<file path="src/rtl/mcp300x_pkg.sv">
// Shared constants for the MCP3004/MCP3008 SPI ADC responder: state encoding,
// bit positions within a transfer and the single/differential command codes.
package mcp300x_pkg;

    localparam int DATA_W = 10;
    localparam int RISE_W = 5;

    localparam logic [2:0] ST_IDLE       = 3'd0;
    localparam logic [2:0] ST_WAIT_START = 3'd1;
    localparam logic [2:0] ST_CMD        = 3'd2;
    localparam logic [2:0] ST_DATA       = 3'd3;
    localparam logic [2:0] ST_TRAIL      = 3'd4;

    localparam logic [RISE_W-1:0] RISE_NULL = 5'd6;
    localparam logic [RISE_W-1:0] RISE_LAST = 5'd16;

    localparam logic CMD_READ_SINGLE       = 1'b1;
    localparam logic CMD_READ_DIFFERENTIAL = 1'b0;

    // Differential conversion never goes negative: pos - neg, floored at zero.
    function automatic logic [DATA_W-1:0] clamp_diff(input logic [DATA_W-1:0] pos,
                                                     input logic [DATA_W-1:0] neg);
        logic [DATA_W:0] d;
        d = {1'b0, pos} - {1'b0, neg};
        return d[DATA_W] ? '0 : d[DATA_W-1:0];
    endfunction

endpackage

</file>
<file path="src/rtl/mcp300x_sample_bank.sv">
// Eight-entry sample register file with a combinational single/differential
// result mux; entries at or above NUM_CH do not exist and read as zero.
module mcp300x_sample_bank
    import mcp300x_pkg::*;
#(
    parameter int NUM_CH = 8
) (
    input  logic              clk_doubleSCLK,
    input  logic              reset,
    input  logic              wr_en,
    input  logic [2:0]        wr_ch,
    input  logic [DATA_W-1:0] wr_data,
    input  logic              rd_single,
    input  logic [2:0]        rd_ch,
    output logic [DATA_W-1:0] rd_result
);

    logic [DATA_W-1:0] bank_word [8];
    logic [2:0]        ch_neg;

    generate
        for (genvar gi = 0; gi < 8; gi++) begin : g_entry
            if (gi < NUM_CH) begin : g_live
                logic [DATA_W-1:0] entry_reg;
                always_ff @(posedge clk_doubleSCLK or posedge reset) begin
                    if (reset)
                        entry_reg <= '0;
                    else if (wr_en && (wr_ch == 3'(gi)))
                        entry_reg <= wr_data;
                end
                assign bank_word[gi] = entry_reg;
            end else begin : g_absent
                assign bank_word[gi] = '0;
            end
        end
    endgenerate

    // The negative input of a differential pair is the channel's partner (D0 flipped).
    assign ch_neg = {rd_ch[2:1], ~rd_ch[0]};

    always_comb begin
        rd_result = '0;
        unique case (rd_single)
            CMD_READ_SINGLE:       rd_result = bank_word[rd_ch];
            CMD_READ_DIFFERENTIAL: rd_result = clamp_diff(bank_word[rd_ch], bank_word[ch_neg]);
            default:               rd_result = '0;
        endcase
    end

endmodule

</file>
<file path="src/rtl/mcp300x_responder.sv">
// SPI target emulating an MCP3004/MCP3008: decodes start/SGL/D2..D0 from the
// host and shifts back a null bit plus a 10-bit sample from the bank.
module mcp300x_responder
    import mcp300x_pkg::*;
#(
    parameter int NUM_CH = 8
) (
    input  logic              clk_doubleSCLK,
    input  logic              reset,
    input  logic              SCLK,
    input  logic              CS,
    input  logic              MOSI,
    output logic              MISO,
    output logic              MISO_oe,
    input  logic              wr_en,
    input  logic [2:0]        wr_ch,
    input  logic [DATA_W-1:0] wr_data,
    output logic              cmd_valid,
    output logic              cmd_single,
    output logic [2:0]        cmd_channel,
    output logic              xfer_done,
    output logic              xfer_abort
);

    logic [2:0]        state_reg;
    logic              sclk_q;
    logic              rise;
    logic [RISE_W-1:0] rise_cnt_reg;
    logic [3:0]        cmd_sr_reg;
    logic [DATA_W-1:0] data_sr_reg;
    logic [DATA_W-1:0] bank_result;

    assign rise = SCLK & ~sclk_q;

    mcp300x_sample_bank #(
        .NUM_CH(NUM_CH)
    ) u_bank (
        .clk_doubleSCLK(clk_doubleSCLK),
        .reset         (reset),
        .wr_en         (wr_en),
        .wr_ch         (wr_ch),
        .wr_data       (wr_data),
        .rd_single     (cmd_sr_reg[3]),
        .rd_ch         (cmd_sr_reg[2:0]),
        .rd_result     (bank_result)
    );

    always_ff @(posedge clk_doubleSCLK or posedge reset) begin
        if (reset) begin
            state_reg    <= ST_IDLE;
            sclk_q       <= 1'b0;
            rise_cnt_reg <= '0;
            cmd_sr_reg   <= '0;
            data_sr_reg  <= '0;
            MISO         <= 1'b0;
            MISO_oe      <= 1'b0;
            cmd_valid    <= 1'b0;
            cmd_single   <= 1'b0;
            cmd_channel  <= '0;
            xfer_done    <= 1'b0;
            xfer_abort   <= 1'b0;
        end else begin
            sclk_q     <= SCLK;
            cmd_valid  <= 1'b0;
            xfer_done  <= 1'b0;
            xfer_abort <= 1'b0;
            if (CS) begin
                // Deselect wins over everything; classify how far the transfer got.
                case (state_reg)
                    ST_CMD:   xfer_abort <= 1'b1;
                    ST_DATA:  if (rise_cnt_reg == RISE_LAST) xfer_done <= 1'b1;
                              else                           xfer_abort <= 1'b1;
                    ST_TRAIL: xfer_done <= 1'b1;
                    default:  ;
                endcase
                state_reg    <= ST_IDLE;
                rise_cnt_reg <= '0;
                MISO         <= 1'b0;
                MISO_oe      <= 1'b0;
            end else begin
                case (state_reg)
                    ST_IDLE: begin
                        state_reg    <= ST_WAIT_START;
                        rise_cnt_reg <= '0;
                    end
                    ST_WAIT_START: begin
                        if (rise && MOSI) begin
                            rise_cnt_reg <= 5'd1;
                            state_reg    <= ST_CMD;
                        end
                    end
                    ST_CMD: begin
                        if (rise) begin
                            rise_cnt_reg <= rise_cnt_reg + 5'd1;
                            if (rise_cnt_reg == RISE_NULL - 5'd1) begin
                                data_sr_reg <= bank_result;
                                MISO        <= 1'b0;
                                MISO_oe     <= 1'b1;
                                cmd_valid   <= 1'b1;
                                cmd_single  <= cmd_sr_reg[3];
                                cmd_channel <= cmd_sr_reg[2:0];
                                state_reg   <= ST_DATA;
                            end else begin
                                cmd_sr_reg <= {cmd_sr_reg[2:0], MOSI};
                            end
                        end
                    end
                    ST_DATA: begin
                        if (rise) begin
                            if (rise_cnt_reg == RISE_LAST) begin
                                MISO      <= 1'b0;
                                state_reg <= ST_TRAIL;
                            end else begin
                                MISO         <= data_sr_reg[DATA_W-1];
                                data_sr_reg  <= {data_sr_reg[DATA_W-2:0], 1'b0};
                                rise_cnt_reg <= rise_cnt_reg + 5'd1;
                            end
                        end
                    end
                    ST_TRAIL: begin
                        MISO    <= 1'b0;
                        MISO_oe <= 1'b1;
                    end
                    default: state_reg <= ST_IDLE;
                endcase
            end
        end
    end

endmodule

</file>
<file path="config.mk">
export PLATFORM = sky130hd
export DESIGN_NAME = mcp300x_responder
export DESIGN_NICKNAME = d
export VERILOG_FILES = /design/src/rtl/mcp300x_pkg.sv /design/src/rtl/mcp300x_sample_bank.sv /design/src/rtl/mcp300x_responder.sv
export SDC_FILE = /design/constraint.sdc
export NUM_CORES = 1
export LEC_CHECK = 0
export ABC_AREA = 1
export ABC_CLOCK_PERIOD_IN_PS = 4000
export CAP_MARGIN = 20
export CORE_MARGIN = 4
export CORE_UTILIZATION = 55
export DETAILED_ROUTE_END_ITERATION = 8
export DONT_BUFFER_PORTS = 1
export HOLD_SLACK_MARGIN = 0.06
export MAX_ROUTING_LAYER = met4
export PLACE_DENSITY = 0.76
export SYNTH_ARGS = -nofsm -noshare
export SYNTH_HDL_FRONTEND = slang
export SYNTH_SLANG_ARGS = --single-unit
</file>
<file path="constraint.sdc">
create_clock -name clk_doubleSCLK -period 4 [get_ports clk_doubleSCLK]
set_clock_uncertainty 0.2 [all_clocks]
set_input_delay 0.6 -clock clk_doubleSCLK [delete_from_list [all_inputs] [get_ports clk_doubleSCLK]]
set_output_delay 0.6 -clock clk_doubleSCLK [all_outputs]
set_load 0.03 [all_outputs]
</file>
==> summary.md, run 1 <==
| Metric | Value |
|---|---|
| Finished Layout Cells | 1,077 |
| Die area | 0.0140 mm2 |
| HPWL after DPL | about 11,000 um |
| Power per Cell Area | about 860 mW/mm2 |
| #FFs+latches synth | between 100 and 150 |
| Post-layout net count | 958 |
| Synth async-reset ratio | 1.00 |
| Vias in the first global route | around 5.5k |
| Crit path kind | reg -> reg |
| Maximum VDD drop | around 0.38 mV |
| Top-area cell type share of the netlist area | 0.418 |
| Port buffer count | 0 |
| Worst path bufs/invs | 2 |
| Global Route Usage Sum | 0.246 |
| Clock transition at the registers of the reported paths | 0.07 ns |
| Max incr delay on CP | between 0.4 and 0.5 ns |
| Rows | 40 |
| Tmin final | between 3 and 4 ns |
| Yosys cell types | 33 |
| Simple-gate portion of the synthesized area | 0.271 |
| Main combinational cell family by area after synthesis | simple AND/OR/NAND/NOR gates |
| Slowest CP cell | fa_1 |
| Fin. Hold Viols | 0 |
| Post-Syn Area | 0.00671 mm2 |
| Total CTS buffers | 9 |
| Vias/cell | between 5 and 6 |
| H-Tree Depth | 3 |
| Critical R2R Launch | cmd_sr_reg[0]$_DFFE_PP0P_ |
| Max cap viols | 0 |
| Initial Utilization | 0.561 |
| Core Util, Final | 0.589 |
| WP data arrival | 3.09 ns |
| Vias | between 6k and 7k |
| Top cells by area, synth | dfrtp_1 42%, nand2_1 16%, o21ai_0 12% |
| Root Driver | clkbuf_16 |
| 1st-pass router iterations | 5 |
| Crit start category | flip-flop |
| Routed Antenna Nets | 0 |
| Syn-to-layout area delta | 4.94% |
| Reg2Reg Depth | 17 |
| Design Power | 0.00605 W |
| Seq/Total Area, Yosys | 0.418 |
| Outcome | finished clean |
| Multi-input logic area | approximately 0.0033 mm2 |
| Worst path cell trace | buf_4 -> nor2_1 -> a21oi_1 -> o21ai_0 -> nand2_1 -> ha_1 -> fa_1 -> inv_1 -> nand3_1 -> nand3_1 -> nand2_1 -> nand3_1 -> nand2_1 -> nand2_1 -> nand2_1 -> nand2_1 -> nand2_1 |
| Slew Viols, Final | 0 |
| TNS Setup | 0 ns |
| Fmax | 330 MHz |
| Post-synth top area cell | dfrtp_1 |
| Postcts setup bufs | 0 |
| Worst reg2reg path endpoint | data_sr_reg[8]$_DFFE_PP0P_ |
| Adder-Cell Fraction of Synth Area | 0.0272 |
| Post-DR wirelength/cell | 15.1 um |
| Io pins | 28 |
| Slew @ Worst Pin | 0.968 ns |
| # DRC | 0 |
| XOR/XNOR Fraction of Synth Area | 0.00391 |
| Relative slew slack | 0.353 |
| RSZ-0062 raised after global routing | false |
| Crit. End Element | flip-flop |
| Tcrit/Tclk final | 0.758 |
| Post-synthesis area per instance | 7.05 um2 |
| R2R setup slack | between 0.9 and 1 ns |
| Clock Sinks | 112 |
| Mux contribution to synthesized area | 0 |
| RePlAce Congestion | roughly 0.9 |
| CORE AREA | 0.0120 mm2 |
| Largest net degree at the start of global routing | a little over 70 |
| Worst min path class | in -> async |
| Layout cells sized above 1 | 0.0505 |
| Cell repeated most along the worst path | nand2_1 |
| Final setup violation count | 0 |
| Complex-gate fraction of the synthesized area | 0.181 |
| Placed Cells | 1,060 |
| Crit Path Max Fanout | 41 |
| TritonCTS clock tree | done |
| First-pass GRT wire length | 27,000 um |
| Register area | 0.00280 mm2 |
| Chip width | 118 um |
| Post-synth net total | 985 |
| Worst-Skew Late Latency | 0.36 ns |
| Lkg Pwr | 3.52 nW |
| Die height | 118 um |
| Initial DRC count | about 510 |
| Ys Warns | 0 |
| Routed WL | 16,300 um |
| Total of fill cells in the finished design | 1,098 |
| EDFF count, synth | 0 |
| Max Buffers Root-to-Sink | 2 |
| Max reg flops | 80 |
| Gate Count Post-Synth | ~950 |
| WP data required | 4.06 ns |
| Leading register cell type out of synthesis | dfrtp_1 |
| Critical path's top delay family | simple AND/OR/NAND/NOR gates |
| Diode count | 0 |
| GRT Residual Overflow | 0 |
| Initial antenna violation count | 0 |
-- what timing repair did --
action | in CTS | in global routing
hold buffers | 1 | 0
gates resized for setup | 0 | 0
endpoints found under the hold margin | 1 | 0
-- kinds of logic after synthesis --
| family | after synthesis |
|---|---|
| AO/OA/AOI/OAI | 235 |
| AND/OR/NAND/NOR | 431 |
| XOR/XNOR | 3 |
| buffers and inverters | 157 |
| flip-flops | 112 |
| adder cells (fa/ha/maj) | 14 |
-- layer usage --
layer,wire length [um],global-route usage,vias to the layer above
li1,-,-,3009
met1,7340,0.319,2819
met2,7660,0.392,163
met3,843,0.0421,35
met4,450,0.0862,0
met5,0,-,-
-- stage by stage --
stage               worst slack (ns)  hold slack [ns]  cell area, um2
floorplan                      0.241            0.250            6710
global placement                1.05            0.266            6750
detailed placement             0.989            0.266            6750
CTS                            0.967            0.142            7040
global route                   0.599            0.137            7040
finish                         0.969            0.114            7040
-- worst max path at each step --
stage | start | to | slack [ns] | depth (start not counted)
2_1_floorplan | reset | MISO$_DFFE_PP0P_ | 0.24 | 1
3_3_place_gp | cmd_sr_reg[0]$_DFFE_PP0P_ | data_sr_reg[8]$_DFFE_PP0P_ | 1.05 | 16
3_5_place_dp | cmd_sr_reg[0]$_DFFE_PP0P_ | data_sr_reg[8]$_DFFE_PP0P_ | 0.99 | 16
4_1_cts | cmd_sr_reg[0]$_DFFE_PP0P_ | data_sr_reg[7]$_DFFE_PP0P_ | 0.97 | 16
5_1_grt | cmd_sr_reg[0]$_DFFE_PP0P_ | data_sr_reg[9]$_DFFE_PP0P_ | 0.60 | 16
6_report | cmd_sr_reg[0]$_DFFE_PP0P_ | data_sr_reg[8]$_DFFE_PP0P_ | 0.97 | 17
-- cell type report --
type,count,share of cell area
sequential,112,0.398
tap,147,0.0261
inverter,105,0.0563
timing repair buffer,14,0.0171
clock buffer,10,0.0325
multi-input combinational,683,0.461
clock inverter,6,0.00853
-- power breakdown --
group          total, W  internal (W)  switching, W
clock          0.000907      0.000483      0.000424
sequential      0.00155       0.00137      0.000177
combinational   0.00359       0.00126       0.00233
-- synthesized netlist by cell type, types with 4 or more instances --
| cell type | number |
|---|---|
| nand2_2 | 4 |
| buf_6 | 6 |
| inv_1 | 101 |
| ha_1 | 13 |
| nand4_1 | 9 |
| clkbuf_1 | 23 |
| a21oi_1 | 53 |
| buf_2 | 21 |
| nand3_1 | 59 |
| o21ai_0 | 162 |
| nor2_1 | 55 |
| o211ai_1 | 13 |
| nand2_1 | 285 |
| and2_1 | 8 |
| dfrtp_1 | 112 |
-- layout by cell type, fill, tap and decap left out, types with 2 or more instances in the layout --
master | Yosys | routed
o31ai_1 | 2 | 2
ha_1 | 13 | 13
clkinv_2 | 0 | 3
nand3_1 | 59 | 59
buf_4 | 1 | 12
nor2_4 | 3 | 3
o21ai_0 | 162 | 162
nand2_1 | 285 | 285
dfrtp_1 | 112 | 111
and2_1 | 8 | 8
inv_1 | 101 | 100
nand2_2 | 4 | 4
nor2_2 | 2 | 2
nand4_1 | 9 | 9
clkinvlp_4 | 0 | 2
o21ai_1 | 3 | 3
clkbuf_16 | 0 | 9
o211ai_1 | 13 | 13
inv_2 | 3 | 3
nor2_1 | 55 | 55
a21oi_1 | 53 | 53
xor2_1 | 2 | 2
No activity file was read; power rests on OpenSTA's default activity.
==> run 2: changes to the inputs <==
--- a/config.mk
+++ b/config.mk
@@ -6,7 +6,7 @@
 export NUM_CORES = 1
 export LEC_CHECK = 0
 export ABC_AREA = 1
-export ABC_CLOCK_PERIOD_IN_PS = 4000
+export ABC_CLOCK_PERIOD_IN_PS = 2600
 export CAP_MARGIN = 20
 export CORE_MARGIN = 4
 export CORE_UTILIZATION = 55
@@ -14,7 +14,7 @@
 export DONT_BUFFER_PORTS = 1
 export HOLD_SLACK_MARGIN = 0.06
 export MAX_ROUTING_LAYER = met4
-export PLACE_DENSITY = 0.76
+export PLACE_DENSITY = 0.79
 export SYNTH_ARGS = -nofsm -noshare
 export SYNTH_HDL_FRONTEND = slang
 export SYNTH_SLANG_ARGS = --single-unit
==> constraint.sdc (replaced) <==
create_clock -name clk_doubleSCLK -period 2.6 [get_ports clk_doubleSCLK]
set_clock_uncertainty 0.2 [all_clocks]
set_input_delay 0.39 -clock clk_doubleSCLK [delete_from_list [all_inputs] [get_ports clk_doubleSCLK]]
set_output_delay 0.39 -clock clk_doubleSCLK [all_outputs]
set_load 0.03 [all_outputs]
==> run 2 against run 1 <==
Against the previous run:
- the run now ends with setup timing left
- sequential cell count unchanged
- setup slack got worse by 1.1 ns
- cell area is 18% higher
- critical path type unchanged
- largest power group unchanged
==> summary.md, run 2 (same netlist as run 1, synthesis figures left out) <==
| Metric | Value |
|---|---|
| Routed Antenna Nets | 0 (unchanged) |
| Initial antenna violation count | 0 (unchanged) |
| Io pins | 28 (unchanged) |
| Max cap viols | 0 (unchanged) |
| Failing checks | setup timing |
| Die height | 118 um (unchanged) |
| Maximum VDD drop | 0.933 mV (was 0.382 mV) |
| Layout cells sized above 1 | 0.203 (was 0.0505) |
| Vias | 6,783 (was 6,026) |
| Multi-input logic area | 0.00370 mm2 (was 0.00325 mm2) |
| Crit Path Max Fanout | 8 (was 41) |
| Placed Cells | 1,095 (was 1,060) |
| Global Route Usage Sum | 0.284 (was 0.246) |
| Crit path kind | reg -> reg (unchanged) |
| Slowest CP cell | dfrtp_2 (was fa_1) |
| Post-route setup slack | -0.144 ns (was 0.969 ns) |
| Commonest non-fill, non-tap cell in the layout | nand2_1 (unchanged) |
| Net switching power | 0.00623 W (was 0.00293 W) |
| Internal | 0.00733 W (was 0.00311 W) |
| HPWL after DPL | 11,600 um (was 11,000 um) |
| First-pass GRT wire length | 31,000 um (was 27,000 um) |
| Tmin final | 2.74 ns (was 3.03 ns) |
| Total of fill cells in the finished design | 866 (was 1,098) |
| Slew Viols, Final | 0 (unchanged) |
| Max Buffers Root-to-Sink | 2 (unchanged) |
| Vias in the first global route | 6,247 (was 5,489) |
| CORE AREA | 0.0120 mm2 (unchanged) |
| Most frequent cells in the layout | 256 x nand2_1, 123 x o21ai_0, 111 x dfrtp_1 (was 285 x nand2_1, 162 x o21ai_0, 111 x dfrtp_1) |
| Power per Cell Area | 1630 mW/mm2 (was 858 mW/mm2) |
| Relative slew slack | 0.429 (was 0.353) |
| Lkg Pwr | 4.03 nW (was 3.52 nW) |
| RePlAce Congestion | 0.942 (was 0.901) |
| Port buffer count | 0 (unchanged) |
| Clock Sinks | 112 (unchanged) |
| Root Driver | clkbuf_16 (unchanged) |
| Routed WL | 19,800 um (was 16,300 um) |
| 1st-pass router iterations | 6 (was 5) |
| Clock share of power | 0.109 (was 0.150) |
| Worst path cell trace | buf_6 -> clkinv_8 -> buf_12 -> buf_16 -> a21oi_2 -> o21ai_1 -> nand3_1 -> o21ai_2 -> ha_4 -> nand2_1 -> nand2_2 -> a21oi_4 -> nand3_4 -> buf_4 -> nand4_1 -> nand2_1 -> nand2_1 -> nand2_1 (was buf_4 -> nor2_1 -> a21oi_1 -> o21ai_0 -> nand2_1 -> ha_1 -> fa_1 -> inv_1 -> nand3_1 -> nand3_1 -> nand2_1 -> nand3_1 -> nand2_1 -> nand2_1 -> nand2_1 -> nand2_1 -> nand2_1) |
| WP data arrival | 2.80 ns (was 3.09 ns) |
| Design Power | 0.0136 W (was 0.00605 W) |
| WP data required | 2.66 ns (was 4.06 ns) |
| Fin. Hold Viols | 0 (unchanged) |
| Outcome | finished, violations left (was finished clean) |
| Cell repeated most along the worst path | nand2_1 (unchanged) |
| Tcrit/Tclk final | 1.06 (was 0.758) |
| Post-DR wirelength/cell | 17.2 um (was 15.1 um) |
| Final setup violation count | 10 (was 0) |
| Vias/cell | 5.89 (was 5.60) |
| GRT Residual Overflow | 0 (unchanged) |
| Diode count | 0 (unchanged) |
| Finished Layout Cells | 1,152 (was 1,077) |
| Die area | 0.0140 mm2 (unchanged) |
| Clock transition at the registers of the reported paths | 0.07 ns (about the same) |
| Post-layout net count | 1,033 (was 958) |
| RSZ-0062 raised after global routing | true (was false) |
| Total CTS buffers | 9 (unchanged) |
| Rows | 40 (unchanged) |
| H-Tree Depth | 3 (unchanged) |
| Crit. End Element | flip-flop (unchanged) |
| Initial DRC count | 864 (was 511) |
| Max incr delay on CP | 0.44 ns (was 0.42 ns) |
| Reg power frac | 0.180 (was 0.256) |
| TritonCTS clock tree | done (unchanged) |
| Register area | 0.00280 mm2 (unchanged) |
| # DRC | 0 (unchanged) |
| Fmax | 364 MHz (was 330 MHz) |
| Comb pwr share | 0.711 (was 0.594) |
| Worst min path class | in -> reg (was in -> async) |
| Worst-Skew Late Latency | 0.37 ns (was 0.36 ns) |
| Largest net degree at the start of global routing | 48 (was 72) |
| Max reg flops | 80 (unchanged) |
| Syn-to-layout area delta | 24.0% (was 4.94%) |
| Sw frac | 0.459 (was 0.485) |
| Slew @ Worst Pin | 0.854 ns (was 0.968 ns) |
| Chip width | 118 um (unchanged) |
| Initial Utilization | 0.561 (unchanged) |
| Crit start category | flip-flop (unchanged) |
==> run 2: power groups by stage <==
stage | logic (W) | registers (W) | clock network (W)
6_report | 0.00964 | 0.00243 | 0.00148
5_1_grt | 0.0105 | 0.00247 | 0.00156
4_1_cts | 0.00808 | 0.00240 | 0.00149
3_5_place_dp | 0.00667 | 0.00242 | 0
3_3_place_gp | 0.00656 | 0.00242 | 0
2_1_floorplan | 0.00472 | 0.00231 | 0
==> run 2: critical path, delay by kind of cell, from the launching register on <==
| family | cells | cell delay (ns) |
|---|---|---|
| flip-flops | 1 | 0.44 |
| adder cells (fa/ha/maj) | 1 | 0.27 |
| AND/OR/NAND/NOR | 8 | 0.64 |
| buffers and inverters | 5 | 0.65 |
| AO/OA/AOI/OAI | 4 | 0.44 |
==> run 2: path summary, 6_finish.rpt <==
path	startpoint	cells after the start	endpoint	slack (ns)
worst max register to register	cmd_sr_reg[0]$_DFFE_PP0P_	18	data_sr_reg[6]$_DFFE_PP0P_	-0.14
worst min register to register	data_sr_reg[6]$_DFFE_PP0P_	2	data_sr_reg[6]$_DFFE_PP0P_	0.28
min in group asynchronous	reset	2	u_bank.g_entry[6].g_live.entry_reg[3]$_DFFE_PP0P_	0.36
max in group asynchronous	reset	3	cmd_sr_reg[0]$_DFFE_PP0P_	1.21
worst max-delay path	cmd_sr_reg[0]$_DFFE_PP0P_	18	data_sr_reg[6]$_DFFE_PP0P_	-0.14
worst min-delay path	CS	2	MISO_oe$_DFFE_PP0P_	0.09
==> run 2: through the flow <==
step	setup TNS [ns]	hold WS [ns]	worst slack [ns]	instance area, um2	util
finish	-1.06	0.0856	-0.144	8330	0.696
global placement	-0.118	0.140	-0.0223	7110	0.594
global route	-2.24	0.0889	-0.283	8330	0.696
CTS	0	0.0736	0.000774	7970	0.667
floorplan	0	0.221	0.0168	6780	-
detailed placement	-0.712	0.141	-0.0944	7110	0.594
==> run 2: what timing repair did <==
action | in CTS | in global routing
pin swaps | 20 | 45
hold buffers | 14 | 0
hold endpoints to repair | 40 | 0
cloned | 5 | 2
buffers inserted | 13 | 10
endpoints found under the setup margin | 9 | 10
gates resized for setup | 71 | 97
==> run 2: per-layer routing <==
metal  global-route usage  share of wire  vias up
li1                     -              -     3174
met1                0.360           0.40     3153
met2                0.446           0.47      374
met3               0.0421          0.079       82
met4                0.148          0.053        0
met5                    -              0        -
==> run 2: final cells by class <==
cell class | count | share of cell area
inverters | 105 | 0.0499
well taps | 147 | 0.0221
repair buffers | 89 | 0.110
clock buffers | 12 | 0.0284
flip-flops and latches | 112 | 0.337
multi-input cells | 683 | 0.444
clock inverters | 4 | 0.00842
